### config.mk
export PLATFORM = sky130hd
export DESIGN_NAME = ste_ext_joyport
export DESIGN_NICKNAME = d
export VERILOG_FILES = /design/src/rtl/ste_ext_joyport.sv
export SDC_FILE = /design/constraint.sdc
export NUM_CORES = 1
export LEC_CHECK = 0
export BUFFER_PORTS_ARGS = -buffer_cell sky130_fd_sc_hd__buf_4
export CORE_MARGIN = 4
export CORE_UTILIZATION = 47
export DETAILED_ROUTE_END_ITERATION = 10
export MAX_ROUTING_LAYER = met4
export PLACE_DENSITY = 0.66
export SETUP_SLACK_MARGIN = 0.1
export SYNTH_ARGS = -nofsm -noshare
export SYNTH_HDL_FRONTEND = slang
export SYNTH_SLANG_ARGS = --single-unit
### constraint.sdc
create_clock -name clk -period 3.74 [get_ports clk]
set_input_delay 0.374 -clock clk [delete_from_list [all_inputs] [get_ports clk]]
set_output_delay 0.374 -clock clk [all_outputs]
set_load 0.01 [all_outputs]
### src/rtl/ste_ext_joyport.sv
// STE extended joystick/paddle/lightpen port controller (bus regs at word addr[4:0]).
// Ports: CPU bus (din/dout/sel/addr/uds/lds/rw), joy_sel/data/fire, pad_*, lp_n/beam/vbl.
module ste_ext_joyport #(
  parameter int NUM_PORTS   = 2,
  parameter int DEBOUNCE_W  = 4,
  parameter int NUM_PADDLES = 4,
  parameter int PAD_W       = 8,
  parameter int LP_W        = 10,
  localparam int NPW = (NUM_PADDLES > 0) ? NUM_PADDLES : 1
) (
  input  logic                   clk,
  input  logic                   reset_n,
  input  logic                   clk_en,
  input  logic [15:0]            din,
  input  logic                   sel,
  input  logic [4:0]             addr,
  input  logic                   uds,
  input  logic                   lds,
  input  logic                   rw,
  output logic [15:0]            dout,
  output logic [4*NUM_PORTS-1:0] joy_sel,
  input  logic [4*NUM_PORTS-1:0] joy_data,
  input  logic [NUM_PORTS-1:0]   joy_fire,
  input  logic [NPW-1:0]         pad_cmp,
  input  logic                   pad_start,
  output logic [NPW-1:0]         pad_dump,
  input  logic                   lp_n,
  input  logic [LP_W-1:0]        beam_x,
  input  logic [LP_W-1:0]        beam_y,
  input  logic                   vbl
);

  localparam int NB = 5 * NUM_PORTS;
  localparam int ND = 4 * NUM_PORTS;
  localparam logic [DEBOUNCE_W-1:0] DB_MAX = '1;
  localparam logic [PAD_W-1:0] PAD_MAX = '1;
  localparam logic [1:0] S_IDLE   = 2'd0;
  localparam logic [1:0] S_CHARGE = 2'd1;
  localparam logic [1:0] S_DONE   = 2'd2;

  logic [NB-1:0] in_s1, in_s2, filt;
  logic [DEBOUNCE_W-1:0] db_cnt [NB];

  always_ff @(posedge clk or negedge reset_n) begin
    if (!reset_n) begin
      in_s1 <= '1;
      in_s2 <= '1;
      filt  <= '1;
      for (int b = 0; b < NB; b++) db_cnt[b] <= '0;
    end else begin
      in_s1 <= {joy_fire, joy_data};
      in_s2 <= in_s1;
      if (clk_en) begin
        for (int b = 0; b < NB; b++) begin
          if (in_s2[b] == filt[b]) begin
            db_cnt[b] <= '0;
          end else if (db_cnt[b] == DB_MAX) begin
            filt[b]   <= in_s2[b];
            db_cnt[b] <= '0;
          end else begin
            db_cnt[b] <= db_cnt[b] + 1'b1;
          end
        end
      end
    end
  end

  logic wr_sel;
  assign wr_sel = sel & ~rw & clk_en & (addr == 5'h01);

  // Ports 0,1 live in the low byte, ports 2,3 in the high byte.
  always_ff @(posedge clk or negedge reset_n) begin
    if (!reset_n) begin
      joy_sel <= '1;
    end else if (wr_sel) begin
      for (int p = 0; p < NUM_PORTS; p++) begin
        if ((p < 2) ? lds : uds)
          joy_sel[4*p +: 4] <= din[4*p +: 4];
      end
    end
  end

  logic [NPW-1:0]   pc_s1, pc_s2;
  logic [1:0]       pad_state [NPW];
  logic [PAD_W-1:0] pad_cnt [NPW];
  logic [PAD_W-1:0] pad_res [NPW];

  always_ff @(posedge clk or negedge reset_n) begin
    if (!reset_n) begin
      pc_s1 <= '0;
      pc_s2 <= '0;
      for (int c = 0; c < NPW; c++) begin
        pad_state[c] <= S_IDLE;
        pad_cnt[c]   <= '0;
        pad_res[c]   <= '0;
      end
    end else begin
      pc_s1 <= pad_cmp;
      pc_s2 <= pc_s1;
      if (clk_en) begin
        for (int c = 0; c < NUM_PADDLES; c++) begin
          if (pad_start) begin
            pad_state[c] <= S_CHARGE;
            pad_cnt[c]   <= '0;
          end else if (pad_state[c] == S_CHARGE) begin
            if (pc_s2[c]) begin
              pad_res[c]   <= pad_cnt[c];
              pad_state[c] <= S_DONE;
            end else if (pad_cnt[c] == PAD_MAX) begin
              pad_res[c]   <= PAD_MAX;
              pad_state[c] <= S_DONE;
            end else begin
              pad_cnt[c] <= pad_cnt[c] + 1'b1;
            end
          end
        end
      end
    end
  end

  always_comb begin
    for (int c = 0; c < NPW; c++)
      pad_dump[c] = (pad_state[c] != S_CHARGE);
  end

  logic lp_s1, lp_s2, lp_q, lp_armed, lp_fall;
  logic [LP_W-1:0] lp_x, lp_y;

  assign lp_fall = lp_q & ~lp_s2;

  // A vbl in the same tick as a latch leaves the pen armed.
  always_ff @(posedge clk or negedge reset_n) begin
    if (!reset_n) begin
      lp_s1    <= 1'b1;
      lp_s2    <= 1'b1;
      lp_q     <= 1'b1;
      lp_armed <= 1'b1;
      lp_x     <= '0;
      lp_y     <= '0;
    end else begin
      lp_s1 <= lp_n;
      lp_s2 <= lp_s1;
      if (clk_en) begin
        lp_q <= lp_s2;
        if (lp_fall && lp_armed) begin
          lp_x     <= beam_x;
          lp_y     <= beam_y;
          lp_armed <= vbl;
        end else if (vbl) begin
          lp_armed <= 1'b1;
        end
      end
    end
  end

  logic rd;
  assign rd = sel & rw;

  always_comb begin
    dout = '0;
    unique case (1'b1)
      rd && addr == 5'h00: begin
        dout = '1;
        dout[NUM_PORTS-1:0] = filt[NB-1:ND];
      end
      rd && addr == 5'h01: begin
        dout = '1;
        dout[ND-1:0] = filt[ND-1:0];
      end
      rd && addr[4:3] == 2'b01: begin
        for (int c = 0; c < NUM_PADDLES; c++)
          if (addr[2:0] == c[2:0])
            dout[PAD_W-1:0] = pad_res[c];
      end
      rd && addr == 5'h10: dout[LP_W-1:0] = lp_x;
      rd && addr == 5'h11: dout[LP_W-1:0] = lp_y;
      default: ;
    endcase
  end

endmodule

==> Flow_metrics.wiki <==
{| class="wikitable"
! Metric !! Value
|-
| Initial core utilization || 48.5%
|-
| Final hold violation count || 0
|-
| Cell count after synthesis || 720
|-
| Number of ports placed on the die boundary || 93
|-
| Detailed-placement wirelength estimate || 13600 microns
|-
| Crit-path max FO || 14
|-
| Yosys warns || 0
|-
| Fin worst setup slack || 1.53 ns
|-
| Via count of the first global-routing pass || 6330
|-
| Hold Buf Count CTS || 0
|-
| Critical Path Start Type || input pin
|-
| Result of the run || completed
|-
| Ratio of final minimum period to clock period || 59.0%
|-
| Most common cell after layout, fill and taps aside || sky130_fd_sc_hd__dfrtp_1
|-
| Cell Area, Synth || 0.00848 sq mm
|-
| Slew at the pin closest to its max-slew limit || 0.993 ns
|-
| Final wirelength || 19700 microns
|-
| Commonest cells after routing, fill and taps aside || sky130_fd_sc_hd__dfrtp_1, sky130_fd_sc_hd__buf_4, sky130_fd_sc_hd__nand2_1
|-
| Number of maximum-capacitance violations || 0
|-
| Setup Skew || 0.00804 ns
|-
| Number of pins with negative max-slew slack in the final report || 0
|-
| Synth Net Count || 799
|-
| Fill cells || 1420
|-
| Power share of the clock group || 34.4%
|-
| Proportion of total power due to net switching || 28.8%
|-
| Async S/R FF share, synth || 100%
|-
| Peak VDD IR || 0.000358 V
|-
| Area used by multi-input combinational logic || 0.00365 sq mm
|-
| Worst rel slew slack || 33.6%
|-
| Final RePlAce weighted congestion || 0.834
|-
| Final net count || 873
|-
| XOR/XNOR share of the synthesized area || 1.76%
|-
| Mux cell area share after synthesis || 8.66%
|-
| Total of cells resized after clock tree synthesis || 0
|-
| Ratio of routed vias to standard cells || 6.01
|-
| Post-synth EDFFs || 0
|-
| Endpoint type of the worst setup path || primary output
|-
| Number of DRC markers in iteration 0 || 392
|-
| # clock sinks || 182
|-
| Post-route minimum period || 2.21 ns
|-
| Leakage power || 4.27 nW
|-
| Register cell area after layout || 0.00461 sq mm
|-
| Global-route wire length before repair || 31900 microns
|-
| Part of the total power dissipated in sequential elements || 50.5%
|-
| Type of the tightest min-delay check || input pin to async pin
|-
| Critical path type || input pin to primary output
|-
| Pin count of the biggest net entering global routing || 97
|-
| Most common flop cell mapped by yosys || sky130_fd_sc_hd__dfrtp_1
|-
| Width of the chip || 142 microns
|-
| Setup TNS Final || 0 ns
|-
| Latest clock arrival within the worst-skew pair || 0.44 ns
|-
| Number of inserted diodes || 0
|-
| Area of all placed cells without fillers || 0.00983 sq mm
|-
| Cell area after placement || 0.00926 sq mm
|-
| Initial antenna violation count || 0
|-
| Compound-cell area share of the yosys netlist || 17.9%
|-
| Combinational share of power || 15.1%
|-
| Setup Buffers After CTS || 0
|-
| Root buffer cell || sky130_fd_sc_hd__clkbuf_16
|-
| Simple-gate portion of the synthesized area || 12.7%
|-
| Die area || 0.0203 sq mm
|-
| Max Freq || 453 MHz
|-
| GRT Overall Usage || 20.4%
|-
| Post-DR wirelength/cell || 19.1 microns
|-
| Via count || 6199
|-
| Ratio of cells with drive above 1 in the final layout || 29.8%
|-
| Flip-flop and latch count after synthesis || 182
|-
| Setup slack after placement || 1.18 ns
|-
| Clock transition at the registers of the reported paths || 0.07 ns
|-
| Deepest clock path buffer count || 2
|-
| TritonCTS Buffers || 17
|-
| Tot Pwr || 5.05 mW
|-
| Portion of the post-synthesis area used by sequential elements || 54.3%
|-
| Die height || 142 microns
|-
| Layout Area Growth over Synthesis || 15.8%
|-
| Arrival time at the worst endpoint || 1.83 ns
|-
| Antenna-violating nets left || 0
|-
| Worst Path Required || 3.37 ns
|-
| TritonCTS clock tree || yes
|-
| Mean cell area of the mapped netlist || 11.8 sq um
|-
| Power density relative to cell area || 514 mW/mm^2
|-
| Buffers on Ports || 83
|-
| DR pass1 iterations || 7
|-
| Post-synthesis share of cell area spent on full adders, half adders and majority gates || 2.06%
|-
| Final Hold Slack || 0.0254 ns
|-
| Power spent charging and discharging nets || 1.45 mW
|-
| Total gr overflow || 0
|-
| DRC Markers || 0
|-
| Power Internal || 3.59 mW
|-
| RSZ-0062 raised after global routing || no
|-
| Floorplan core area || 0.0175 sq mm
|-
| Count of standard-cell rows || 48
|-
| Count of different cell masters after synthesis || 76
|-
| Number of failing setup endpoints in the final timing report || 0
|-
| Dominant combinational cell family by area after synthesis || compound AO/OA/AOI/OAI gates
|-
| Count of H-tree levels built during CTS || 4
|}
-- synth_stat cells (all sizes together), types with 6 or more instances --
library cell / count / area [sq um]
dfrtp: 140 / 3500
nand2b: 9 / 56.3
a21o: 10 / 82.6
nand2: 68 / 255
ha: 14 / 175
mux2: 39 / 439
a21oi: 20 / 100
dfstp: 42 / 1100
mux2i: 16 / 160
nand4: 23 / 144
inv: 8 / 30.0
o2bb2ai: 12 / 105
a22o: 12 / 105
a31oi: 18 / 125
o22a: 31 / 273
clkbuf: 10 / 38.8
o22ai: 6 / 37.5
o21ai: 51 / 255
nand3: 19 / 100
nor2: 34 / 128
mux4: 6 / 135
o31ai: 10 / 75.1
xnor2: 17 / 149
buf: 25 / 150
-- state kept, by name, indices dropped and copies added, names as in the netlist, 10 cells and up --
| signal | flops |
|---|---|
| db_cnt | 40 |
| filt | 10 |
| in_s2 | 10 |
| pad_res | 32 |
| in_s1 | 10 |
| lp_y | 10 |
| lp_x | 10 |
| pad_cnt | 32 |
-- worst paths after layout --
path / start / end / slack (ns) / depth (start not counted)
worst max-delay path: addr[1] / dout[13] / 1.53 / 5
worst min-delay path: reset_n / pc_s1[2]$_DFF_PN0_ / 0.03 / 1
worst max register to register: pad_cnt[24]$_DFFE_PN0P_ / pad_res[31]$_DFFE_PN0P_ / 1.92 / 5
worst min register to register: pc_s1[0]$_DFF_PN0_ / pc_s2[0]$_DFF_PN0_ / 0.35 / 0
max in group asynchronous: reset_n / pad_cnt[27]$_DFFE_PN0P_ / 2.68 / 2
min in group clk: joy_data[7] / in_s1[7]$_DFF_PN1_ / 0.04 / 1
-- cell type report --
class                           count  share of cell area (%)
Clock buffer                       18                    4.47
Inverter                            9                   0.344
Timing Repair Buffer               90                    6.91
Clock inverter                     13                    1.35
Multi-Input combinational cell    494                    37.2
Tap cell                          225                    2.86
Sequential cell                   182                    46.9
-- per-layer routing --
layer / vias to the layer above / routed length [microns] / GRT usage [%] / part of all wire (%)
met3: 24 / 1210 / 5.44 / 6.2
li1: 2870 / - / - / -
met4: 0 / 301 / 7.35 / 1.5
met2: 175 / 9690 / 31.9 / 49
met5: - / 0 / - / 0
met1: 3130 / 8460 / 25.9 / 43
-- critical path: stages --
cell and delay (ns):
sky130_fd_sc_hd__buf_4 0.19, sky130_fd_sc_hd__nor4b_4 0.36, sky130_fd_sc_hd__nand2_1 0.30, sky130_fd_sc_hd__nor2_1 0.40, sky130_fd_sc_hd__buf_4 0.20
-- power by group through the flow --
stage | logic [mW] | clock network (mW) | registers, mW
6_report | 0.764 | 1.74 | 2.55
5_1_grt | 0.854 | 1.86 | 2.58
4_1_cts | 0.770 | 1.79 | 2.54
3_5_place_dp | 0.765 | 0 | 2.57
3_3_place_gp | 0.729 | 0 | 2.56
2_1_floorplan | 0.529 | 0 | 2.49
-- logic make-up after synthesis --
family,count (synthesis)
muxes,61
xor gates and xnor gates,17
AOI/OAI and AO/OA,206
adders and majority gates,14
buffers and inverters,44
DFF,182
and+or+nand+nor,196
-- stage by stage --
| step | instances | utilization [%] |
|---|---|---|
| CTS | 1031 | 56.2 |
| detailed placement | 1000 | 53.0 |
| floorplan | 720 | - |
| finish | 1031 | 56.2 |
| global placement | 1000 | 53.0 |
| global route | 1031 | 56.2 |
Note: power is estimated with default switching activity, not from simulation.
